File: config.mk
export PLATFORM = sky130hd
export DESIGN_NAME = ram_target_flat
export DESIGN_NICKNAME = d
export VERILOG_FILES = /design/src/rtl/ram_target_if.sv /design/src/rtl/ram_target.sv /design/src/flat_wrapper.sv
export SDC_FILE = /design/constraint.sdc
export NUM_CORES = 1
export LEC_CHECK = 0
export ABC_AREA = 1
export CORE_ASPECT_RATIO = 1.4
export CORE_MARGIN = 1.5
export CORE_UTILIZATION = 40
export CTS_BUF_LIST = sky130_fd_sc_hd__clkbuf_2
export CTS_CLUSTER_SIZE = 10
export DETAILED_ROUTE_END_ITERATION = 7
export HOLD_SLACK_MARGIN = 0.1
export PLACE_DENSITY = 0.79
export SETUP_SLACK_MARGIN = 0.05
export SLEW_MARGIN = 30
export SYNTH_ARGS = -nofsm -noshare
export SYNTH_HDL_FRONTEND = slang
export SYNTH_SLANG_ARGS = --single-unit
File: constraint.sdc
create_clock -name clk -period 2.2 [get_ports clk]
set_input_delay 0.44 -clock clk [delete_from_list [all_inputs] [get_ports clk]]
set_output_delay 0.44 -clock clk [all_outputs]
set_load 0.05 [all_outputs]
File: src/rtl/ram_target_if.sv
// Host/memory signal bundle of the RAM target. slave = target view,
// master = host plus memory view.
interface ram_target_if #(
  parameter int ADDR_W = 16
);
  logic              ram_cs;
  logic [15:0]       bus_dq_in;
  logic [1:0]        bus_rwds_in;
  logic [15:0]       bus_dq_out;
  logic              bus_dq_oe;
  logic              bus_rwds_out;
  logic              bus_rwds_oe;
  logic [ADDR_W-1:0] mem_addr;
  logic              mem_we;
  logic [15:0]       mem_wdat;
  logic [1:0]        mem_be;
  logic              mem_re;
  logic [15:0]       mem_rdat;

  modport slave (
    input  ram_cs, bus_dq_in, bus_rwds_in, mem_rdat,
    output bus_dq_out, bus_dq_oe, bus_rwds_out, bus_rwds_oe,
    output mem_addr, mem_we, mem_wdat, mem_be, mem_re
  );

  modport master (
    output ram_cs, bus_dq_in, bus_rwds_in, mem_rdat,
    input  bus_dq_out, bus_dq_oe, bus_rwds_out, bus_rwds_oe,
    input  mem_addr, mem_we, mem_wdat, mem_be, mem_re
  );
endinterface

File: src/rtl/ram_target.sv
// HyperRAM-style bus target: 3-word command/address phase, programmable
// latency, unbounded read/write bursts onto a simple synchronous memory port.
module ram_target #(
  parameter int          ADDR_W  = 16,
  parameter int          LAT_RST = 6,
  parameter logic [15:0] ID0     = 16'h0C81
) (
  input logic         clk,
  input logic         rst_n,
  ram_target_if.slave bus
);

  typedef enum logic [2:0] {IDLE, CA, LAT, WR, RD, REGW, HOLD} state_t;

  state_t            state_reg;
  logic              ca_second_reg;
  logic              rd_reg;
  logic              rg_reg;
  logic [28:0]       addr_hi_reg;
  logic [4:0]        lat_cnt_reg;
  logic [ADDR_W-1:0] addr_reg;
  logic [15:0]       dq_reg;
  logic [4:0]        cr0_reg;

  logic        active;
  logic        in_ca;
  logic        mem_re;
  logic        mem_we;
  logic        reg_adv;
  logic [3:0]  lat_eff;
  logic [4:0]  lat_l;
  logic [15:0] reg_word;

  // Deselect and reset gate every strobe and drive in the same cycle.
  assign active  = rst_n & ~bus.ram_cs;
  assign in_ca   = (state_reg == IDLE) || (state_reg == CA);
  assign lat_eff = (cr0_reg[3:0] < 4'd2) ? 4'd2 : cr0_reg[3:0];
  assign lat_l   = cr0_reg[4] ? {lat_eff, 1'b0} : {1'b0, lat_eff};

  // Memory reads run two words ahead of the bus: prefetch starts in the
  // last two latency cycles and then streams every cycle.
  assign mem_re  = active & rd_reg & ~rg_reg &
                   (((state_reg == LAT) && (lat_cnt_reg <= 5'd1)) || (state_reg == RD));
  assign reg_adv = active & rd_reg & rg_reg &
                   (((state_reg == LAT) && (lat_cnt_reg == 5'd0)) || (state_reg == RD));
  assign mem_we  = active & (state_reg == WR);

  always_comb begin
    reg_word = 16'h0000;
    if (addr_reg == ADDR_W'(0))
      reg_word = {11'd0, cr0_reg};
    else if (addr_reg == ADDR_W'(1))
      reg_word = ID0;
  end

  assign bus.bus_dq_oe    = active & (state_reg == RD);
  assign bus.bus_dq_out   = bus.bus_dq_oe ? dq_reg : 16'h0000;
  assign bus.bus_rwds_oe  = active & (in_ca || (state_reg == RD));
  assign bus.bus_rwds_out = active & ((state_reg == RD) || (in_ca && cr0_reg[4]));
  assign bus.mem_addr     = addr_reg;
  assign bus.mem_we       = mem_we;
  assign bus.mem_re       = mem_re;
  assign bus.mem_wdat     = mem_we ? bus.bus_dq_in : 16'h0000;
  assign bus.mem_be       = mem_we ? ~bus.bus_rwds_in : 2'b00;

  always_ff @(posedge clk or negedge rst_n) begin
    if (!rst_n) begin
      state_reg     <= IDLE;
      ca_second_reg <= 1'b0;
      rd_reg        <= 1'b0;
      rg_reg        <= 1'b0;
      addr_hi_reg   <= '0;
      lat_cnt_reg   <= '0;
      addr_reg      <= '0;
      dq_reg        <= '0;
      cr0_reg       <= {1'b0, 4'(LAT_RST)};
    end else begin
      dq_reg <= reg_adv ? reg_word : bus.mem_rdat;
      if (mem_re || mem_we || reg_adv)
        addr_reg <= addr_reg + ADDR_W'(1);

      if (bus.ram_cs) begin
        state_reg <= IDLE;
      end else begin
        unique case (state_reg)
          IDLE: begin
            rd_reg                    <= bus.bus_dq_in[15];
            rg_reg                    <= bus.bus_dq_in[14];
            addr_hi_reg[28:16]        <= bus.bus_dq_in[12:0];
            ca_second_reg             <= 1'b0;
            state_reg                 <= CA;
          end
          CA: begin
            if (!ca_second_reg) begin
              addr_hi_reg[15:0] <= bus.bus_dq_in;
              ca_second_reg     <= 1'b1;
            end else begin
              addr_reg    <= ADDR_W'({addr_hi_reg, bus.bus_dq_in[2:0]});
              lat_cnt_reg <= lat_l - 5'd1;
              state_reg   <= (!rd_reg && rg_reg) ? REGW : LAT;
            end
          end
          LAT: begin
            if (lat_cnt_reg == 5'd0)
              state_reg <= rd_reg ? RD : WR;
            else
              lat_cnt_reg <= lat_cnt_reg - 5'd1;
          end
          REGW: begin
            if (addr_reg == ADDR_W'(0))
              cr0_reg <= bus.bus_dq_in[4:0];
            state_reg <= HOLD;
          end
          default: ;
        endcase
      end
    end
  end

endmodule
File: src/flat_wrapper.sv
// flat-port wrapper written by rule: the top's interface ports become plain ports
module ram_target_flat 
#(
  parameter int          ADDR_W  = 16,
  parameter int          LAT_RST = 6,
  parameter logic [15:0] ID0     = 16'h0C81
)
  (clk, rst_n, bus_ram_cs, bus_bus_dq_in, bus_bus_rwds_in, bus_mem_rdat, bus_bus_dq_out, bus_bus_dq_oe, bus_bus_rwds_out, bus_bus_rwds_oe, bus_mem_addr, bus_mem_we, bus_mem_wdat, bus_mem_be, bus_mem_re);
  ram_target_if #(.ADDR_W(ADDR_W)) bus_i ();
  input logic clk;
  input logic rst_n;
  input wire logic [$bits(bus_i.ram_cs)-1:0] bus_ram_cs;
  input wire logic [$bits(bus_i.bus_dq_in)-1:0] bus_bus_dq_in;
  input wire logic [$bits(bus_i.bus_rwds_in)-1:0] bus_bus_rwds_in;
  input wire logic [$bits(bus_i.mem_rdat)-1:0] bus_mem_rdat;
  output wire logic [$bits(bus_i.bus_dq_out)-1:0] bus_bus_dq_out;
  output wire logic [$bits(bus_i.bus_dq_oe)-1:0] bus_bus_dq_oe;
  output wire logic [$bits(bus_i.bus_rwds_out)-1:0] bus_bus_rwds_out;
  output wire logic [$bits(bus_i.bus_rwds_oe)-1:0] bus_bus_rwds_oe;
  output wire logic [$bits(bus_i.mem_addr)-1:0] bus_mem_addr;
  output wire logic [$bits(bus_i.mem_we)-1:0] bus_mem_we;
  output wire logic [$bits(bus_i.mem_wdat)-1:0] bus_mem_wdat;
  output wire logic [$bits(bus_i.mem_be)-1:0] bus_mem_be;
  output wire logic [$bits(bus_i.mem_re)-1:0] bus_mem_re;
  assign bus_i.ram_cs = bus_ram_cs;
  assign bus_i.bus_dq_in = bus_bus_dq_in;
  assign bus_i.bus_rwds_in = bus_bus_rwds_in;
  assign bus_i.mem_rdat = bus_mem_rdat;
  assign bus_bus_dq_out = bus_i.bus_dq_out;
  assign bus_bus_dq_oe = bus_i.bus_dq_oe;
  assign bus_bus_rwds_out = bus_i.bus_rwds_out;
  assign bus_bus_rwds_oe = bus_i.bus_rwds_oe;
  assign bus_mem_addr = bus_i.mem_addr;
  assign bus_mem_we = bus_i.mem_we;
  assign bus_mem_wdat = bus_i.mem_wdat;
  assign bus_mem_be = bus_i.mem_be;
  assign bus_mem_re = bus_i.mem_re;
  ram_target #(.ADDR_W(ADDR_W), .LAT_RST(LAT_RST), .ID0(ID0)) u_core (.clk(clk), .rst_n(rst_n), .bus(bus_i));
endmodule
==> results of run 1 <==
==> logic make-up (layout without fill, tap and decap cells) <==
logic type	after synthesis	count (layout)	synth area share
flip-flops	61	61	0.4130
AO/OA/AOI/OAI	53	53	0.07942
buffers and inverters	104	245	0.1129
other	0	1	0
AND/OR/NAND/NOR	272	272	0.3403
adder cells (fa/ha/maj)	7	7	0.02366
XOR/XNOR	13	13	0.03075
==> routing by layer <==
metal | global-route usage | wire length, µm
met1 | 0.2653 | 4138
met2 | 0.4176 | 5831
met3 | 0.04558 | 629
met4 | 0.1016 | 325
met5 | 0 | 0
==> cells in the mapped netlist, types with 3 or more instances <==
cell type  instances  area share
a21oi_1            6      0.0081
buf_2              4      0.0054
clkbuf_1           3      0.0030
dfrtp_1           59        0.40
ha_1               7       0.024
inv_1             87       0.088
inv_2              4      0.0041
nand2_1          111        0.11
nand2_2            3      0.0051
nand2_4            5       0.015
nand3_1           56       0.076
nand4_1            7       0.012
nor2_1            64       0.065
nor2_4             3      0.0091
nor3_1             5      0.0068
o21ai_0           38       0.051
or2_2              8       0.014
xnor2_1            5       0.012
xor2_1             8       0.019
==> area by class of cell <==
| type | count | share of cell area |
|---|---|---|
| timing repair buffer | 134 | 0.2843 |
| multi-input combinational | 345 | 0.3499 |
| antenna | 1 | 0.0004275 |
| clock inverter | 3 | 0.002138 |
| tap | 107 | 0.02287 |
| sequential | 61 | 0.2614 |
| inverter | 94 | 0.06627 |
| clock buffer | 13 | 0.01112 |
| timing repair inverter | 1 | 0.001496 |
==> power groups by stage <==
stage / logic [µW] / registers, µW / clock network, µW
3_3_place_gp: 2770 / 1870 / 0
4_1_cts: 2960 / 1830 / 588
6_report: 3070 / 1850 / 582
3_5_place_dp: 2850 / 1890 / 0
5_1_grt: 3370 / 1900 / 636
2_1_floorplan: 1490 / 2320 / 0
==> metrics by stage <==
stage / TNS (ns) / power [µW]
global placement: -0.3037 / 4634
floorplan: -2.248 / 3803
detailed placement: -1.488 / 4731
global route: -8.108 / 5907
finish: -5.337 / 5499
CTS: -4.430 / 5377
==> what timing repair did <==
item / in CTS / in global routing
gates resized for setup: 39 / 6
pin swaps: 5 / 5
hold buffers: 1 / 0
setup endpoints to repair: 55 / 40
hold endpoints to repair: 59 / 0
buffers inserted: 17 / 6
cloned: 1 / 0
==> path summary, 6_finish.rpt <==
kind,to,slack (ns),depth (start not counted)
max in group asynchronous,u_core.cr0_reg[1],1.19,3
hold reg to reg,u_core.addr_hi_reg[12],0.50,2
min in group asynchronous,u_core.state_reg[0],0.63,3
setup / recovery,bus_mem_wdat[0],-0.16,6
hold / removal,u_core.dq_reg[6],0.41,3
setup reg to reg,u_core.bus.mem_addr[12],0.24,13
==> critical path, stage by stage (launching register included) <==
cell and delay [ns]:
dfrtp_2 0.44, buf_6 0.11, nand2_4 0.05, nor3_4 0.23, bufinv_16 0.24, nor2_2 0.14
buf_12 0.15
==> metrics.cfg, run 1 <==
[floorplanning]
die_x_um = 84.31
start_util = 0.4101
ios = 92
die_area_mm2 = 0.009850
placeableCoreArea_mm2 = 0.009029
die_y_um = 116.8
placementRows = 41

[synthesis]
synth_ff_type = dfrtp_1
async_reset_ff_frac = 1.000
synth_seq_cells = 61
synth_nets = 554
synth_area_mm2 = 0.003702
syn_avg_cell_area_um2 = 7.259
synth_edf_count = 0
yosys_warnings = 0
synth_cell_type_count = 42
seq_area_frac_synth = 0.4130
synth_cells = 510

[timing]
worst_slack_ns = -0.1624
final.min_clock_period_ns = 2.362
fin_crit_sh = 1.074
skew_ns = 0.03310
maxSlewHeadroom = 0.6658
clock.fmax_ghz = 0.4233
finalMaxSlewViolations = 0
rsz0062_at_grt = yes
final-setup-viol-count = 37
worst_slew_pin_slew_ns = 0.4975
worst_hold_slack_ns = 0.4108
finalHoldViolCount = 0

[worst_setup_path]
cp-end-kind = output port
worstSetupStartpoint = u_core.state_reg[1]
path_class = flop to output port
crit_fanout = 10
arrival_ns = 1.92
critPathRequiredTime_ns = 1.76
worstSetupStartpointType = flop
rr_startpoint = u_core.lat_cnt_reg[0]

[finish]
area.sequential_mm2 = 0.001530
drive_gt1_frac = 0.2704
final_common_cell = nand2_1
mostFrequentLayoutCells = nand2_1, inv_1, dfrtp_1, nand3_1, buf_12
stdcell_count = 759
area_growth_pct = 58.09
multi_input_area_mm2 = 0.002048
stdcell_area_mm2 = 0.005853
fill_cells = 730
nets = 690
utilization = 0.6483

[clock_tree]
cts_tree = built
clockBufferDepth = 2
cts.sinks = 61
cts-root-buf = clkbuf_2
cts_max_level = 3
path_clk_slew_ns = 0.19
numCtsBuffers = 9
clk_latency_ns = 0.54

[pwr]
p_per_area_mw_per_mm2 = 939.6
p_sw_uw = 2751
p_seq_frac = 0.336
vdd_drop_max_mv = 1.019
combPwrFrac = 0.559
switching_share = 0.5002
internal_power_uw = 2749
cellLeakagePower_uw = 0.002921
p_clk_frac = 0.106

[placed_design]
io_buffers = 91
post_dp_cell_area_mm2 = 0.005487
place_congestion = 0.8689
dp_hpwl_um = 7612
dp_slack_ns = -0.1102
dp.cells = 718

[global_route]
antenna_found_initial = 1
grt_pass1_wl_um = 17790
grt_max_degree = 34
first_global_vias = 3719
grt_util_all_layers = 0.2306
grt_overflow = 0

[status]
status = complete, but fails checks
violations = setup timing

[run]
maxCapViolations = 0

[detailed_routing]
wl_per_cell_um = 14.39
vias_per_cell = 5.109
drc_errors = 0
drt_iter0_drc = 277
drtPass1Iterations = 5
vias = 3878
wl_um = 10920
antenna_left = 0

[worst_hold_path]
hold_path_class = input port to flop
hold_start = bus_mem_rdat[6]

Note: power is estimated with default switching activity, not from simulation.
==> run 2: changes to the inputs <==
CAP_MARGIN = 20   (was not set)
PLACE_DENSITY = 0.82   (was 0.79)
clock period = 2.15 ns   (was 2.2 ns; I/O delays follow)
==> run 2 against run 1 <==
  * The flow still finishes with violations (setup timing)
  * Die area stayed put
  * Critical path depth stayed put
  * Power is 3.6% higher
  * Register-to-register slack worse by 0.15 ns
  * Hold slack worse by 0.32 ns
  * Final area is 1.2% higher
  * Highest routed layer unchanged
  * Sequential share of layout area is 0.32 points lower
  * Worst setup slack worse by 0.086 ns
  * Critical endpoint is now bus_mem_wdat[2]
  * Utilization is 0.80 points higher
  * Global-route usage is 0.79 points higher
==> metrics.cfg, run 2 (synthesized netlist as in run 1, its figures left out) <==
[pwr]
cellLeakagePower_uw = 0.002929  ; +0.26%
vdd_drop_max_mv = 0.6195  ; -39%
p_per_area_mw_per_mm2 = 961.1  ; +2.3%
power_uw = 5695  ; +3.6%

[detailed_routing]
vias = 3952  ; +1.9%
wl_um = 11450  ; +4.8%
route.met3.wl_um = 599  ; -4.8%
drtPass1Iterations = 5  ; unchanged
drc_errors = 0  ; unchanged
antenna_left = 0  ; unchanged
top_layer = met4
drt_iter0_drc = 332  ; +20%
met2WireLength_um = 6256  ; +7.3%
wl_per_cell_um = 15.02  ; +4.4%
met1_length_um = 4279  ; +3.4%
vias_per_cell = 5.186  ; +1.5%

[timing]
finalMaxSlewViolations = 0  ; unchanged
finalHoldViolCount = 0  ; unchanged
rsz0062_at_grt = yes
skew_ns = 0.02664  ; -0.006462 ns
worst_slew_pin_slew_ns = 0.6082  ; +0.1107 ns
worst_slack_ns = -0.2481  ; -0.08571 ns
final-setup-viol-count = 38  ; +2.7%
clock.fmax_ghz = 0.4170
setup_tns_ns = -8.053  ; -2.715 ns
final.min_clock_period_ns = 2.398
maxSlewHeadroom = 0.5945  ; -0.07125
fin_crit_sh = 1.115

[global_route]
antenna_found_initial = 0  ; -1
grt_pass1_wl_um = 18430  ; +3.6%
grt_overflow = 0  ; unchanged
first_global_vias = 3796  ; +2.1%
grt_util_all_layers = 0.2385  ; +0.007877
grt_max_degree = 49  ; +44%

[worst_setup_path]
critPathRequiredTime_ns = 1.72  ; -0.04 ns
worstSetupStartpointType = flop
rr_worst_depth = 12  ; -1
path_class = flop to output port
arrival_ns = 1.97  ; +0.05 ns
cp-end-kind = output port
worstSetupStartpoint = u_core.state_reg[1]
crit_fanout = 5  ; -5
rr_startpoint = u_core.state_reg[0]

[clock_tree]
path_clk_slew_ns = 0.19  ; about the same
cts.sinks = 61  ; unchanged
cts-root-buf = clkbuf_2
cts_max_level = 3  ; unchanged
numCtsBuffers = 9  ; unchanged
clk_latency_ns = 0.53  ; about the same
clockBufferDepth = 2  ; unchanged
cts_tree = built

[placed_design]
dp_hpwl_um = 8039  ; +5.6%
io_buffers = 91  ; unchanged
post_dp_cell_area_mm2 = 0.005504  ; +0.32%
place_congestion = 0.8913  ; +2.6%

[finish]
area_growth_pct = 60.05
drive_gt1_frac = 0.2809  ; +0.01056
final_common_cell = nand2_1
n_antenna_cell = 0  ; -1
stdcell_area_mm2 = 0.005926  ; +1.2%
nets = 694  ; +0.58%
fill_cells = 711  ; -2.6%
mostFrequentLayoutCells = nand2_1, inv_1, dfrtp_1, nand3_1, buf_12
area.sequential_mm2 = 0.001530  ; unchanged
multi_input_area_mm2 = 0.002078  ; +1.5%

[floorplanning]
ios = 92  ; unchanged
start_util = 0.4101  ; unchanged
die_area_mm2 = 0.009850  ; unchanged
placeableCoreArea_mm2 = 0.009029  ; unchanged
die_y_um = 116.8  ; unchanged
die_x_um = 84.31  ; unchanged
placementRows = 41  ; unchanged

[worst_hold_path]
hold_path_class = input port to async pin

[status]
status = complete, but fails checks
violations = setup timing

[run]
maxCapViolations = 0  ; unchanged

## run 2: power breakdown
group | internal [µW] | total (µW) | switching [µW]
registers | 1520 | 1910 | 396
logic | 1140 | 3190 | 2050
clock network | 163 | 597 | 434
total | 2820 | 5700 | 2880
## run 2: layout make-up
class	instances	area share
Multi-Input combinational cell	345	0.3507
Timing Repair Buffer	136	0.2829
Sequential cell	61	0.2582
Inverter	94	0.06630
Tap cell	107	0.02259
Clock buffer	12	0.01014
Timing Repair inverter	3	0.004856
Clock inverter	4	0.004223
## run 2: final timing paths
| kind | end | slack (ns) |
|---|---|---|
| setup / recovery | bus_mem_wdat[2] | -0.25 |
| hold / removal | u_core.cr0_reg[3] | 0.09 |
| setup reg to reg | u_core.bus.mem_addr[6] | 0.09 |
| hold reg to reg | u_core.bus.mem_addr[11] | 0.49 |
| max in group asynchronous | u_core.addr_hi_reg[12] | 1.13 |
| min in group clk | u_core.dq_reg[6] | 0.42 |
## run 2: through the flow
stage                     utilization  cells  setup WS, ns  hold WS [ns]
final                          0.6563    762       -0.2481       0.09421
after global routing           0.6563    762       -0.3686        0.1087
after CTS                      0.6490    759       -0.2118        0.1118
after detailed placement       0.6096    724       -0.1469        0.4607
after global placement         0.6096    724      -0.06484        0.4600
after floorplan                     -    510       -0.1542        0.1344
## run 2: layer usage
| metal | vias to the layer above | track usage |
|---|---|---|
| met3 | 28 | 0.03787 |
| met1 | 1858 | 0.2717 |
| li1 | 1884 | - |
| met5 | - | 0 |
| met2 | 182 | 0.4475 |
| met4 | 0 | 0.09399 |
## run 2: critical path, stage by stage, from the launching register on
cell	delay (ns)
dfrtp_2	0.45
buf_6	0.11
nand2_4	0.06
nor3_4	0.31
bufinv_16	0.24
nor2_4	0.11
buf_12	0.14
## run 2: what timing repair did
action / in CTS / in global routing
setup buffers: 16 / 4
cloned: 3 / 0
pin swaps: 7 / 5
resized for setup: 45 / 15
setup endpoints to repair: 54 / 48
hold buffers: 1 / 0
endpoints found under the hold margin: 13 / 0
==> RTL edit (settings of run 2) <==
`ADDR_W` is set to 16 in 3 places; all go to 15.
--- a/src/rtl/ram_target_if.sv
+++ b/src/rtl/ram_target_if.sv
@@ -1,7 +1,7 @@
 // Host/memory signal bundle of the RAM target. slave = target view,
 // master = host plus memory view.
 interface ram_target_if #(
-  parameter int ADDR_W = 16
+  parameter int ADDR_W = 15
 );
   logic              ram_cs;
   logic [15:0]       bus_dq_in;
--- a/src/rtl/ram_target.sv
+++ b/src/rtl/ram_target.sv
@@ -1,7 +1,7 @@
 // HyperRAM-style bus target: 3-word command/address phase, programmable
 // latency, unbounded read/write bursts onto a simple synchronous memory port.
 module ram_target #(
-  parameter int          ADDR_W  = 16,
+  parameter int          ADDR_W  = 15,
   parameter int          LAT_RST = 6,
   parameter logic [15:0] ID0     = 16'h0C81
 ) (
--- a/src/flat_wrapper.sv
+++ b/src/flat_wrapper.sv
@@ -1,7 +1,7 @@
 // flat-port wrapper written by rule: the top's interface ports become plain ports
 module ram_target_flat 
 #(
-  parameter int          ADDR_W  = 16,
+  parameter int          ADDR_W  = 15,
   parameter int          LAT_RST = 6,
   parameter logic [15:0] ID0     = 16'h0C81
 )
Interface: changed (resized bus_mem_addr); port bits go from 92 to 91. The function was not compared with the original's and may differ.
==> RTL edit against run 2 <==
- the run still ends with negative setup slack left
- sequential cell count fell by 2
- wire length fell by 1.5%
- total power shrank 4.6%
- global-route usage down 0.99 points
- final area grew 0.59%
- worst setup slack gained 4.4 ps
- area after synthesis fell by 0.34%
==> RTL edit: results (changes against run 2) <==
[pwr]
leakage_nw=2.95  ; +0.66%
maximum_resistive_drop_on_vdd_uv=612  ; -1.2%

[critical_path]
setup.reg_to_reg.worst_slack_ps=120  ; +30 ps
worstPathMaxFanout=4  ; -1
worst_r2r_startpoint=u_core.state_reg[2]
r2r_cells=11  ; -1

[timing]
fin_setup_tns_ps=-7080  ; +968 ps
worstMarginPinSlew_ps=510  ; -97.8 ps
fin_worst_skew_ps=28.5  ; +1.87 ps
worst_hold_slack_ps=389  ; +295 ps
finalSetupViolations=38  ; unchanged
layout_setup_ws_ps=-244  ; +4.40 ps

[drt]
routed_wl_um=11300  ; -1.5%
drt-met1-wl_um=4290  ; +0.21%
drt-vias-per-instance=5.21  ; +0.42%
dr_wl_met2_um=6110  ; -2.3%
drt_iter0_drc=328  ; -1.2%
met3_wirelength_um=509  ; -15%

[global_route]
grt_pass1_wl_um=17700  ; -3.9%
grt_use_met1=0.253  ; -0.0185
grt_use_met3=0.0311  ; -0.00677
grt_start_max_net_pins=36  ; -27%
groute.layer.met2.usage=0.425  ; -0.0224
grt_resource_usage_total=0.229  ; -0.00991
number_of_global_route_vias_before_repair=3781  ; -0.40%

[placement]
detailedPlace.worstSlack_ps=-188  ; -40.8 ps
post-place-cells=722  ; -0.28%
routabilityCongestion=0.884  ; -0.84%
detailed_place.area_um2=5500  ; about the same
portBuffers=90  ; -1.1%
detailed_place_hpwl_um=7800  ; -3.0%

[outcome]
failed_checks=negative setup slack
outcome=finished, violations left

[logic_synthesis]
yosysSeqAreaShare=0.401  ; -0.0122
postSynthNetCount=560  ; +1.1%
synth_area_per_cell_um2=7.15  ; -1.5%
yosys-top-cells-area=dfrtp_1 (39%), nand2_1 (12%), inv_1 (8.7%), nand3_1 (7.6%), nor2_1 (6.6%)

[clocking]
post-cts-setup-buffers=20  ; +4
ctsResizeCount=46  ; +2.2%
holdBufCountCts=1  ; unchanged

[layout]
layout_cells_sized_above_1=0.282  ; +0.000667
layout.filler_cells=680  ; -4.4%
fin_nets=696  ; +0.29%

[worst_hold_path]
worstHoldPathType=primary input to flop

==> RTL edit: final cells by class <==
class                      count  area (um2)  share of cell area
clock buffer                  10        50.0             0.00840
clock inverter                 6        32.5             0.00546
inverter                      94         405              0.0680
multi-input combinational    351        2120               0.356
sequential                    59        1480               0.249
tap                          107         134              0.0225
timing repair buffer         135        1720               0.288
timing repair inverter         2        22.5             0.00378
==> RTL edit: power by group through the flow <==
| stage | registers [mW] | clock network [mW] | logic, mW |
|---|---|---|---|
| after floorplan | 2.26 | 0 | 1.43 |
| after CTS | 1.81 | 0.585 | 2.91 |
| after global routing | 1.87 | 0.629 | 3.27 |
| after detailed placement | 1.86 | 0 | 2.75 |
| final | 1.83 | 0.575 | 3.02 |
| after global placement | 1.84 | 0 | 2.66 |
==> RTL edit: worst max path at each step <==
stage / start / endpoint / slack [ps] / depth (start not counted)
final: u_core.state_reg[2] / bus_bus_rwds_out / -240 / 8
after global routing: u_core.state_reg[2] / bus_mem_wdat[7] / -280 / 6
after floorplan: bus_ram_cs / bus_mem_wdat[10] / -140 / 6
after detailed placement: bus_ram_cs / bus_mem_be[1] / -190 / 8
after CTS: u_core.state_reg[2] / bus_mem_wdat[10] / -220 / 6
after global placement: bus_ram_cs / bus_mem_wdat[15] / -150 / 8
==> RTL edit: cell families after synthesis <==
kind of cell	Yosys count	synth area share
AOI/OAI and AO/OA	46	0.0702
buffers and inverters	106	0.121
DFF	59	0.401
xor gates and xnor gates	9	0.0214
and+or+nand+nor	289	0.363
adders and majority gates	7	0.0237
==> RTL edit: worst reg2reg max path, cell delays in order (launching register included) <==
cell and delay (ps):
dfrtp_1 470, inv_2 100, nand2_4 60, buf_6 130
nor2_8 90, buf_4 180, inv_1 150, nand2_1 100
nand3_1 200, a21oi_1 240, o21ai_0 120, o21ai_0 100
